## src/rtl/riscv_mc_pkg.sv

```systemverilog
// Shared definitions for the RV32I multicycle controller: FSM states, opcodes
// and the select/function encodings driven into the datapath.
package riscv_mc_pkg;

   typedef enum logic [3:0] {
      FETCH, DECODE, MEMADR, MEMREAD, MEMWB, MEMWRITE,
      EXECR, EXECI, ALUWB, BEQ, JAL
   } state_t;

   localparam logic [6:0] OP_LW  = 7'b0000011;
   localparam logic [6:0] OP_SW  = 7'b0100011;
   localparam logic [6:0] OP_R   = 7'b0110011;
   localparam logic [6:0] OP_I   = 7'b0010011;
   localparam logic [6:0] OP_BEQ = 7'b1100011;
   localparam logic [6:0] OP_JAL = 7'b1101111;

   localparam logic [2:0] ALU_ADD = 3'b000;
   localparam logic [2:0] ALU_SUB = 3'b001;
   localparam logic [2:0] ALU_AND = 3'b010;
   localparam logic [2:0] ALU_OR  = 3'b011;
   localparam logic [2:0] ALU_SLT = 3'b101;

   localparam logic [2:0] IMM_I = 3'b000;
   localparam logic [2:0] IMM_S = 3'b001;
   localparam logic [2:0] IMM_B = 3'b010;
   localparam logic [2:0] IMM_J = 3'b011;

   localparam logic [1:0] SRCA_PC    = 2'b00;
   localparam logic [1:0] SRCA_OLDPC = 2'b01;
   localparam logic [1:0] SRCA_RS1   = 2'b10;

   localparam logic [1:0] SRCB_RS2  = 2'b00;
   localparam logic [1:0] SRCB_IMM  = 2'b01;
   localparam logic [1:0] SRCB_FOUR = 2'b10;

   localparam logic [1:0] RES_ALUOUT    = 2'b00;
   localparam logic [1:0] RES_DATA      = 2'b01;
   localparam logic [1:0] RES_ALURESULT = 2'b10;

   localparam logic [1:0] ALUOP_ADD   = 2'b00;
   localparam logic [1:0] ALUOP_SUB   = 2'b01;
   localparam logic [1:0] ALUOP_FUNCT = 2'b10;

   function automatic logic op_legal(input logic [6:0] op);
      return (op == OP_LW) || (op == OP_SW) || (op == OP_R) ||
             (op == OP_I)  || (op == OP_BEQ) || (op == OP_JAL);
   endfunction

endpackage

```

## src/rtl/riscv_mc_aludec.sv

```systemverilog
// Combinational ALU decoder: maps ALUOp and the funct fields to ALUControl.
module riscv_mc_aludec
   import riscv_mc_pkg::*;
(
   input  logic [1:0] ALUOp,
   input  logic [2:0] funct3,
   input  logic       funct7b5,
   input  logic       op5,
   output logic [2:0] ALUControl
);

   always_comb begin
      ALUControl = ALU_ADD;
      case (ALUOp)
         ALUOP_SUB: ALUControl = ALU_SUB;
         ALUOP_FUNCT: begin
            case (funct3)
               // Only R-type (op5=1) distinguishes sub; addi ignores Instr[30]
               3'b000:  ALUControl = (funct7b5 & op5) ? ALU_SUB : ALU_ADD;
               3'b010:  ALUControl = ALU_SLT;
               3'b110:  ALUControl = ALU_OR;
               3'b111:  ALUControl = ALU_AND;
               default: ALUControl = ALU_ADD;
            endcase
         end
         default: ALUControl = ALU_ADD;
      endcase
   end

endmodule

```

## src/rtl/riscv_mc_ctrl.sv

```systemverilog
// Multicycle RV32I sequencing controller: Moore main FSM with MemReady-qualified
// strobes, plus immediate-format and ALU decoding for the shared datapath.
module riscv_mc_ctrl
   import riscv_mc_pkg::*;
(
   input  logic       clk,
   input  logic       reset,
   input  logic [6:0] op,
   input  logic [2:0] funct3,
   input  logic       funct7b5,
   input  logic       Zero,
   input  logic       MemReady,
   output logic       MemReq,
   output logic       MemWrite,
   output logic       AdrSrc,
   output logic       IRWrite,
   output logic       PCWrite,
   output logic       RegWrite,
   output logic [1:0] ALUSrcA,
   output logic [1:0] ALUSrcB,
   output logic [1:0] ResultSrc,
   output logic [2:0] ImmSrc,
   output logic [2:0] ALUControl,
   output logic       Illegal
);

   state_t     state, state_nxt;
   logic       mem_req, mem_write, ir_write, pc_update, branch, reg_write, illegal;
   logic [1:0] alu_op;

   always_ff @(posedge clk or negedge reset) begin
      if (!reset) state <= FETCH;
      else        state <= state_nxt;
   end

   always_comb begin
      state_nxt = state;
      case (state)
         FETCH:    if (MemReady) state_nxt = DECODE;
         DECODE: begin
            case (op)
               OP_LW, OP_SW: state_nxt = MEMADR;
               OP_R:         state_nxt = EXECR;
               OP_I:         state_nxt = EXECI;
               OP_BEQ:       state_nxt = BEQ;
               OP_JAL:       state_nxt = JAL;
               default:      state_nxt = FETCH;
            endcase
         end
         MEMADR:   state_nxt = (op == OP_LW) ? MEMREAD : MEMWRITE;
         MEMREAD:  if (MemReady) state_nxt = MEMWB;
         MEMWB:    state_nxt = FETCH;
         MEMWRITE: if (MemReady) state_nxt = FETCH;
         EXECR:    state_nxt = ALUWB;
         EXECI:    state_nxt = ALUWB;
         ALUWB:    state_nxt = FETCH;
         BEQ:      state_nxt = FETCH;
         JAL:      state_nxt = ALUWB;
         default:  state_nxt = FETCH;
      endcase
   end

   always_comb begin
      mem_req   = 1'b0;
      mem_write = 1'b0;
      ir_write  = 1'b0;
      pc_update = 1'b0;
      branch    = 1'b0;
      reg_write = 1'b0;
      illegal   = 1'b0;
      AdrSrc    = 1'b0;
      ALUSrcA   = SRCA_PC;
      ALUSrcB   = SRCB_RS2;
      ResultSrc = RES_ALUOUT;
      alu_op    = ALUOP_ADD;
      case (state)
         FETCH: begin
            mem_req   = 1'b1;
            ir_write  = MemReady;
            pc_update = MemReady;
            ALUSrcB   = SRCB_FOUR;
            ResultSrc = RES_ALURESULT;
         end
         DECODE: begin
            ALUSrcA = SRCA_OLDPC;
            ALUSrcB = SRCB_IMM;
            illegal = !op_legal(op);
         end
         MEMADR: begin
            ALUSrcA = SRCA_RS1;
            ALUSrcB = SRCB_IMM;
         end
         MEMREAD: begin
            mem_req = 1'b1;
            AdrSrc  = 1'b1;
         end
         MEMWB: begin
            ResultSrc = RES_DATA;
            reg_write = 1'b1;
         end
         MEMWRITE: begin
            mem_req   = 1'b1;
            AdrSrc    = 1'b1;
            mem_write = MemReady;
         end
         EXECR: begin
            ALUSrcA = SRCA_RS1;
            alu_op  = ALUOP_FUNCT;
         end
         EXECI: begin
            ALUSrcA = SRCA_RS1;
            ALUSrcB = SRCB_IMM;
            alu_op  = ALUOP_FUNCT;
         end
         ALUWB:    reg_write = 1'b1;
         BEQ: begin
            ALUSrcA = SRCA_RS1;
            alu_op  = ALUOP_SUB;
            branch  = 1'b1;
         end
         JAL: begin
            ALUSrcA   = SRCA_OLDPC;
            ALUSrcB   = SRCB_FOUR;
            pc_update = 1'b1;
         end
         default: ;
      endcase
   end

   // Strobes are gated by reset so an asynchronous abort never leaks a write
   assign MemReq   = mem_req & reset;
   assign MemWrite = mem_write & reset;
   assign IRWrite  = ir_write & reset;
   assign PCWrite  = (pc_update | (branch & Zero)) & reset;
   assign RegWrite = reg_write & reset;
   assign Illegal  = illegal & reset;

   always_comb begin
      case (op)
         OP_LW, OP_I: ImmSrc = IMM_I;
         OP_SW:       ImmSrc = IMM_S;
         OP_BEQ:      ImmSrc = IMM_B;
         OP_JAL:      ImmSrc = IMM_J;
         default:     ImmSrc = IMM_I;
      endcase
   end

   riscv_mc_aludec u_aludec (
      .ALUOp      (alu_op),
      .funct3     (funct3),
      .funct7b5   (funct7b5),
      .op5        (op[5]),
      .ALUControl (ALUControl)
   );

endmodule

```

## config.mk

```make
export PLATFORM = sky130hd
export DESIGN_NAME = riscv_mc_ctrl
export DESIGN_NICKNAME = d
export VERILOG_FILES = /design/src/rtl/riscv_mc_pkg.sv /design/src/rtl/riscv_mc_aludec.sv /design/src/rtl/riscv_mc_ctrl.sv
export SDC_FILE = /design/constraint.sdc
export NUM_CORES = 1
export LEC_CHECK = 0
export ABC_AREA = 1
export CORE_MARGIN = 10
export CORE_UTILIZATION = 33
export DETAILED_ROUTE_END_ITERATION = 7
export PLACE_DENSITY_LB_ADDON = 0.08
export RECOVER_POWER = 50
export SLEW_MARGIN = 0
export SYNTH_ARGS = -nofsm -noshare
export SYNTH_HDL_FRONTEND = slang
export SYNTH_SLANG_ARGS = --single-unit
export TNS_END_PERCENT = 50
```

## constraint.sdc

```tcl
create_clock -name clk -period 1.28 [get_ports clk]
set_input_delay 0.128 -clock clk [delete_from_list [all_inputs] [get_ports clk]]
set_output_delay 0.128 -clock clk [all_outputs]
set_load 0.02 [all_outputs]
```

### Word level (Yosys, flattened, before mapping)

Index checks and enable logic that the tools add are counted.

| cells by class | value |
|---|---|
| bitwise gates (word level) | 9 |
| div/mod/pow operators | 0 |
| add/subtract/negate cells | 0 |
| multiply operators | 0 |
| mux-type cells | 22 |
| reduce and logical (&&, ||, !) cells | 19 |
| $lt $le $gt $ge | 0 |
| equality and inequality tests | 24 |
| shifts and indexed selects | 0 |

Operators by type and width:

| cell | count |
|---|---|
| $pmux 4 s6 | 1 |
| $pmux 4 s5 | 1 |
| $eq 4x3->1 const B | 4 |
| $pmux 2 s2 | 4 |
| $eq 7x6->1 const B | 2 |
| $eq 7x7->1 const B | 2 |
| $eq 4x4->1 const B | 3 |
| $mux 4 | 3 |
| $pmux 3 s4 | 1 |
| $reduce_or 2->1 | 6 |
| $reduce_or 3->1 | 3 |
| $and 1x1->1 | 8 |
| $eq 4x2->1 const B | 2 |
| $mux 1 | 8 |
| $eq 7x2->1 const B | 1 |
| $eq 7x5->1 const B | 1 |
| $eq 3x3->1 const B | 2 |
| $ne 2x2->1 const B | 3 |
| $pmux 2 s3 | 1 |
| $pmux 3 s2 | 1 |
| $logic_or 1x1->1 | 5 |
| $eq 4x1->1 const B | 1 |
| $logic_not 4->1 | 1 |
| $reduce_or 4->1 | 1 |
| other kinds (9) | 9 |

| word-level totals | value |
|---|---|
| bits in latches | 0 |
| ROM bits | 0 |
| memory bits (writable) | 0 |
| input bits | 15 |
| memories kept | 0 |
| register bits after elaboration | 4 |
| output and inout bits | 19 |
| logic and storage cells | 75 |

### Longest topological paths before layout

| logic depth | value |
|---|---|
| word-level depth | 9 |
| mapped depth | 9 |

### Hierarchy

From an unflattened synthesis, not the netlist that was laid out.

| unflattened totals | value |
|---|---|
| cells, all modules | 108 |
| area, all modules | 596.8 µm² |

By module, submodules not included:

| module | cells each | seq. area each (µm²) | instances | area an instance (µm²) |
|---|---|---|---|---|
| riscv_mc_ctrl | 91 | 100.1 | 1 | 505.5 |
| riscv_mc_aludec | 17 | 0.0 | 1 | 91.3 |

### Worst setup path before layout

OpenSTA, ideal clock, no wires.

| timing | value |
|---|---|
| path type | reg-to-output |
| start | register state[3] |
| end | output port ALUControl[2] |
| data required time | 1.152 ns |
| arrival time | 1.727 ns |
| slack | -0.575 ns |
| buffers on the path | 0 |
| stages on the path, launching flop included | 7 |
| cells stage by stage | dfrtp_1 -> inv_2 -> nand2_1 -> nor2_1 -> inv_1 -> ha_1 -> nor4_1 |

| on the way | value |
|---|---|
| longest elaborated chain between the ends | 5 |
| elaborated cells between the ends (all ways) | 8 |
| classes of those cells | eq/ne (5); mux (2); reduce/logical (1) |

Ends and longest elaborated chain:

| item | RTL line | source |
|---|---|---|
| start, declared | riscv_mc_ctrl.sv:27 | `state_t state, state_nxt;` |
| start signal, assigned | riscv_mc_ctrl.sv:33 | `else state <= state_nxt;` |
| $eq 4x3->1 | riscv_mc_ctrl.sv:76 | `case (state)` |
| $reduce_or 2->1 (no line) | - |  |
| $pmux 2 s2 * | riscv_mc_ctrl.sv:76 |  |
| $eq 2x2->1 / $eq 2x1->1 (equally long branches) | riscv_mc_aludec.sv:14 | `case (ALUOp)` |
| $pmux 3 s2 * | riscv_mc_aludec.sv:14 |  |
| end, declared | riscv_mc_ctrl.sv:23 | `output logic [2:0] ALUControl,` |

Every way passes the cells marked *; elsewhere a longest branch is shown, timed or not.

### Worst setup path after layout

Same ends and word-level chain as after synthesis.

==> results.py <==
metrics = {
    "die": {
        "initial_core_util": 0.363,
        "ios": 34,
        "die_height_um": 61.7,
        "die_x_um": 61.7,
        "fp.coreArea_um2": 1580,
        "fp-row-count": 14,
        "die-area_um2": 3800,
    },
    "drt": {
        "dr.pass1.iters": 4,
        "antenna_left": 0,
        "drtIter0Drc": 31,
        "vias": 999,
        "vias_per_cell": 5.23,
        "finalWirelength_um": 3120,
        "drc": 0,
        "detail_route.wl_per_cell_um": 16.3,
    },
    "synth": {
        "ys_top_cells_by_area": "dfrtp_1, nand2_1, inv_1",
        "synth_cell_types": 24,
        "netlist_instances": 98,
        "async_reset_ff_frac": 1.00,
        "yosys_warnings": 0,
        "yosysMostFrequentCell": "nand2_1",
        "synth_area_um2": 573,
        "yosysTopAreaCellShare": 0.175,
        "synth_edf_count": 0,
        "synth_fp_nets": 115,
        "ys_seq_area_frac": 0.175,
        "synth_commonest_cells": "nand2_1, inv_1, nand3_1, nor2_1, inv_2",
        "ys_ff_latch": 4,
        "yosysTopAreaCell": "dfrtp_1",
        "avgSynthCellArea_um2": 5.85,
        "synthFlopType": "dfrtp_1",
    },
    "power_and_ir_drop": {
        "report.power.total_w": 0.00154,
        "p_leak_nw": 0.758,
        "powerDensity_nw_per_um2": 1080,
        "vdd_ir_drop_max_mv": 0.832,
    },
    "sta": {
        "fin_crit_ps": 1790,
        "setup_ws_ps": -508,
        "finalHoldViolations": 0,
        "finalCritPeriodShare": 1.40,
        "skew_ps": 7.94,
        "setup_violations": 19,
        "maxSlewViolCount": 0,
        "rsz0062_at_grt": "true",
        "timing.fmax_mhz": 559,
    },
    "finish": {
        "drive_gt1_frac": 0.623,
        "reg.largest.list": "state (4)",
        "final_area_um2": 1430,
        "largest_reg_flops": 4,
        "diodes": 0,
        "fillers": 73,
        "layout.nets": 194,
        "final_core_util": 0.907,
        "syn2layout_area_growth_pct": 150,
        "regMostFlops": "state",
    },
    "min_path": {
        "hold_path_class": "primary input to async pin",
    },
    "run_status": {
        "violations": "negative setup slack",
        "status": "finished with violations",
    },
    "grt": {
        "grt_pass1_wl_um": 4020,
        "grt_start_max_net_pins": 6,
        "grt_usage": 0.137,
        "grt-ovfl-total": 0,
        "grt_pass1_vias": 933,
        "antenna_found_initial": 0,
    },
    "clocking": {
        "cts.htree.levels": 1,
        "root_buffer": "clkbuf_4",
        "cts_tree": "built",
        "clockBufferDepth": 2,
        "ctsHoldBuffers": 0,
        "cts.clk_slew.worst_paths_ps": 40,
        "clk_latency_ps": 240,
        "cts.sinks": 4,
        "numCtsBuffers": 3,
    },
    "placed_design": {
        "dpl_cell_area_um2": 1240,
        "place_hpwl_um": 2110,
        "routabilityCongestion": 0.935,
        "pre_cts_ws_ps": -737,
        "port_buffers": 32,
    },
    "critical_path": {
        "cp_data_required_time_ps": 1150,
        "arrival_ps": 1660,
        "critPathLaunchType": "register",
        "crit_type": "register to primary output",
        "critPathMaxFanout": 3,
        "end_kind": "primary output",
    },
    "job": {
        "max-cap-violations": 0,
    },
}
final timing paths:
kind | slack, ps | start | endpoint | cells past startpoint
worst max register to register | -160 | state[2] | state[0] | 10
min in group clk | 500 | op[3] | state[1] | 7
max in group asynchronous | 710 | reset | state[1] | 2
worst min register to register | 830 | state[1] | state[1] | 3
worst min-delay path | 330 | reset | state[2] | 2
worst max-delay path | -510 | state[3] | ALUControl[2] | 7
layout by cell type (no fill, tap or decap), drive strengths merged:
cell / instances
clkdlybuf4s50: 6
nor2: 15
or2: 1
nor3: 2
dlygate4sd3: 1
clkbuf: 4
dlymetal6s2s: 4
dfrtp: 4
dlygate4sd2: 3
inv: 20
a21oi: 2
and3: 1
nor4: 1
nand3: 11
o21ai: 1
ha: 2
o311ai: 1
conb: 1
a31oi: 2
nand4: 4
buf: 60
nand2: 28
a211oi: 1
cell type report:
| class | instances | area [µm²] | share of cell area |
|---|---|---|---|
| Timing Repair Buffer | 75 | 651 | 0.455 |
| Multi-Input combinational cell | 73 | 557 | 0.389 |
| Sequential cell | 4 | 100 | 0.0700 |
| Inverter | 20 | 80.1 | 0.0560 |
| Clock buffer | 3 | 22.5 | 0.0157 |
| Tap cell | 16 | 20.0 | 0.0140 |
routing by layer:
metal | global-route usage | share of wire | wire (µm)
met5 | 0 | 0 | 0
met4 | 0.0287 | 0.022 | 68
met3 | 0.0432 | 0.076 | 237
met2 | 0.256 | 0.53 | 1650
met1 | 0.145 | 0.37 | 1170
stage by stage:
stage / setup TNS [ps] / instances / hold slack (ps)
finish: -5150 / 191 / 326
global route: -6470 / 191 / 354
CTS: -5090 / 188 / 197
detailed placement: -9730 / 182 / 441
global placement: -9170 / 182 / 428
floorplan: -723 / 98 / -168
power breakdown:
| group | internal (W) | leakage, nW | switching (W) |
|---|---|---|---|
| Combinational | 0.000540 | 0.691 | 0.000660 |
| Sequential | 0.000147 | 0.0538 | 0.0000279 |
| Clock | 0.000105 | 0.0138 | 0.0000563 |
kinds of logic (layout without fill, tap and decap cells):
group           Yosys count  count (layout)  share of synthesized area
simple gates             63              63                      0.548
other cells               1               1                    0.00654
flops                     4               4                      0.175
fa+ha+maj                 2               2                     0.0437
compound gates            7               7                     0.0830
buf+inv                  21              98                      0.144
critical path: stages (launching register included):
cell	delay (ps)
dfrtp_1	410
inv_2	90
nand2_2	80
nor2_4	130
inv_2	60
ha_4	220
nor4_4	250
buf_4	180
timing repair:
action / CTS / global route
pin swaps: 6 / 17
resized for setup: 112 / 35
buffers inserted: 3 / 3
endpoints found under the setup margin: 20 / 21
No activity file was read; power rests on OpenSTA's default activity.
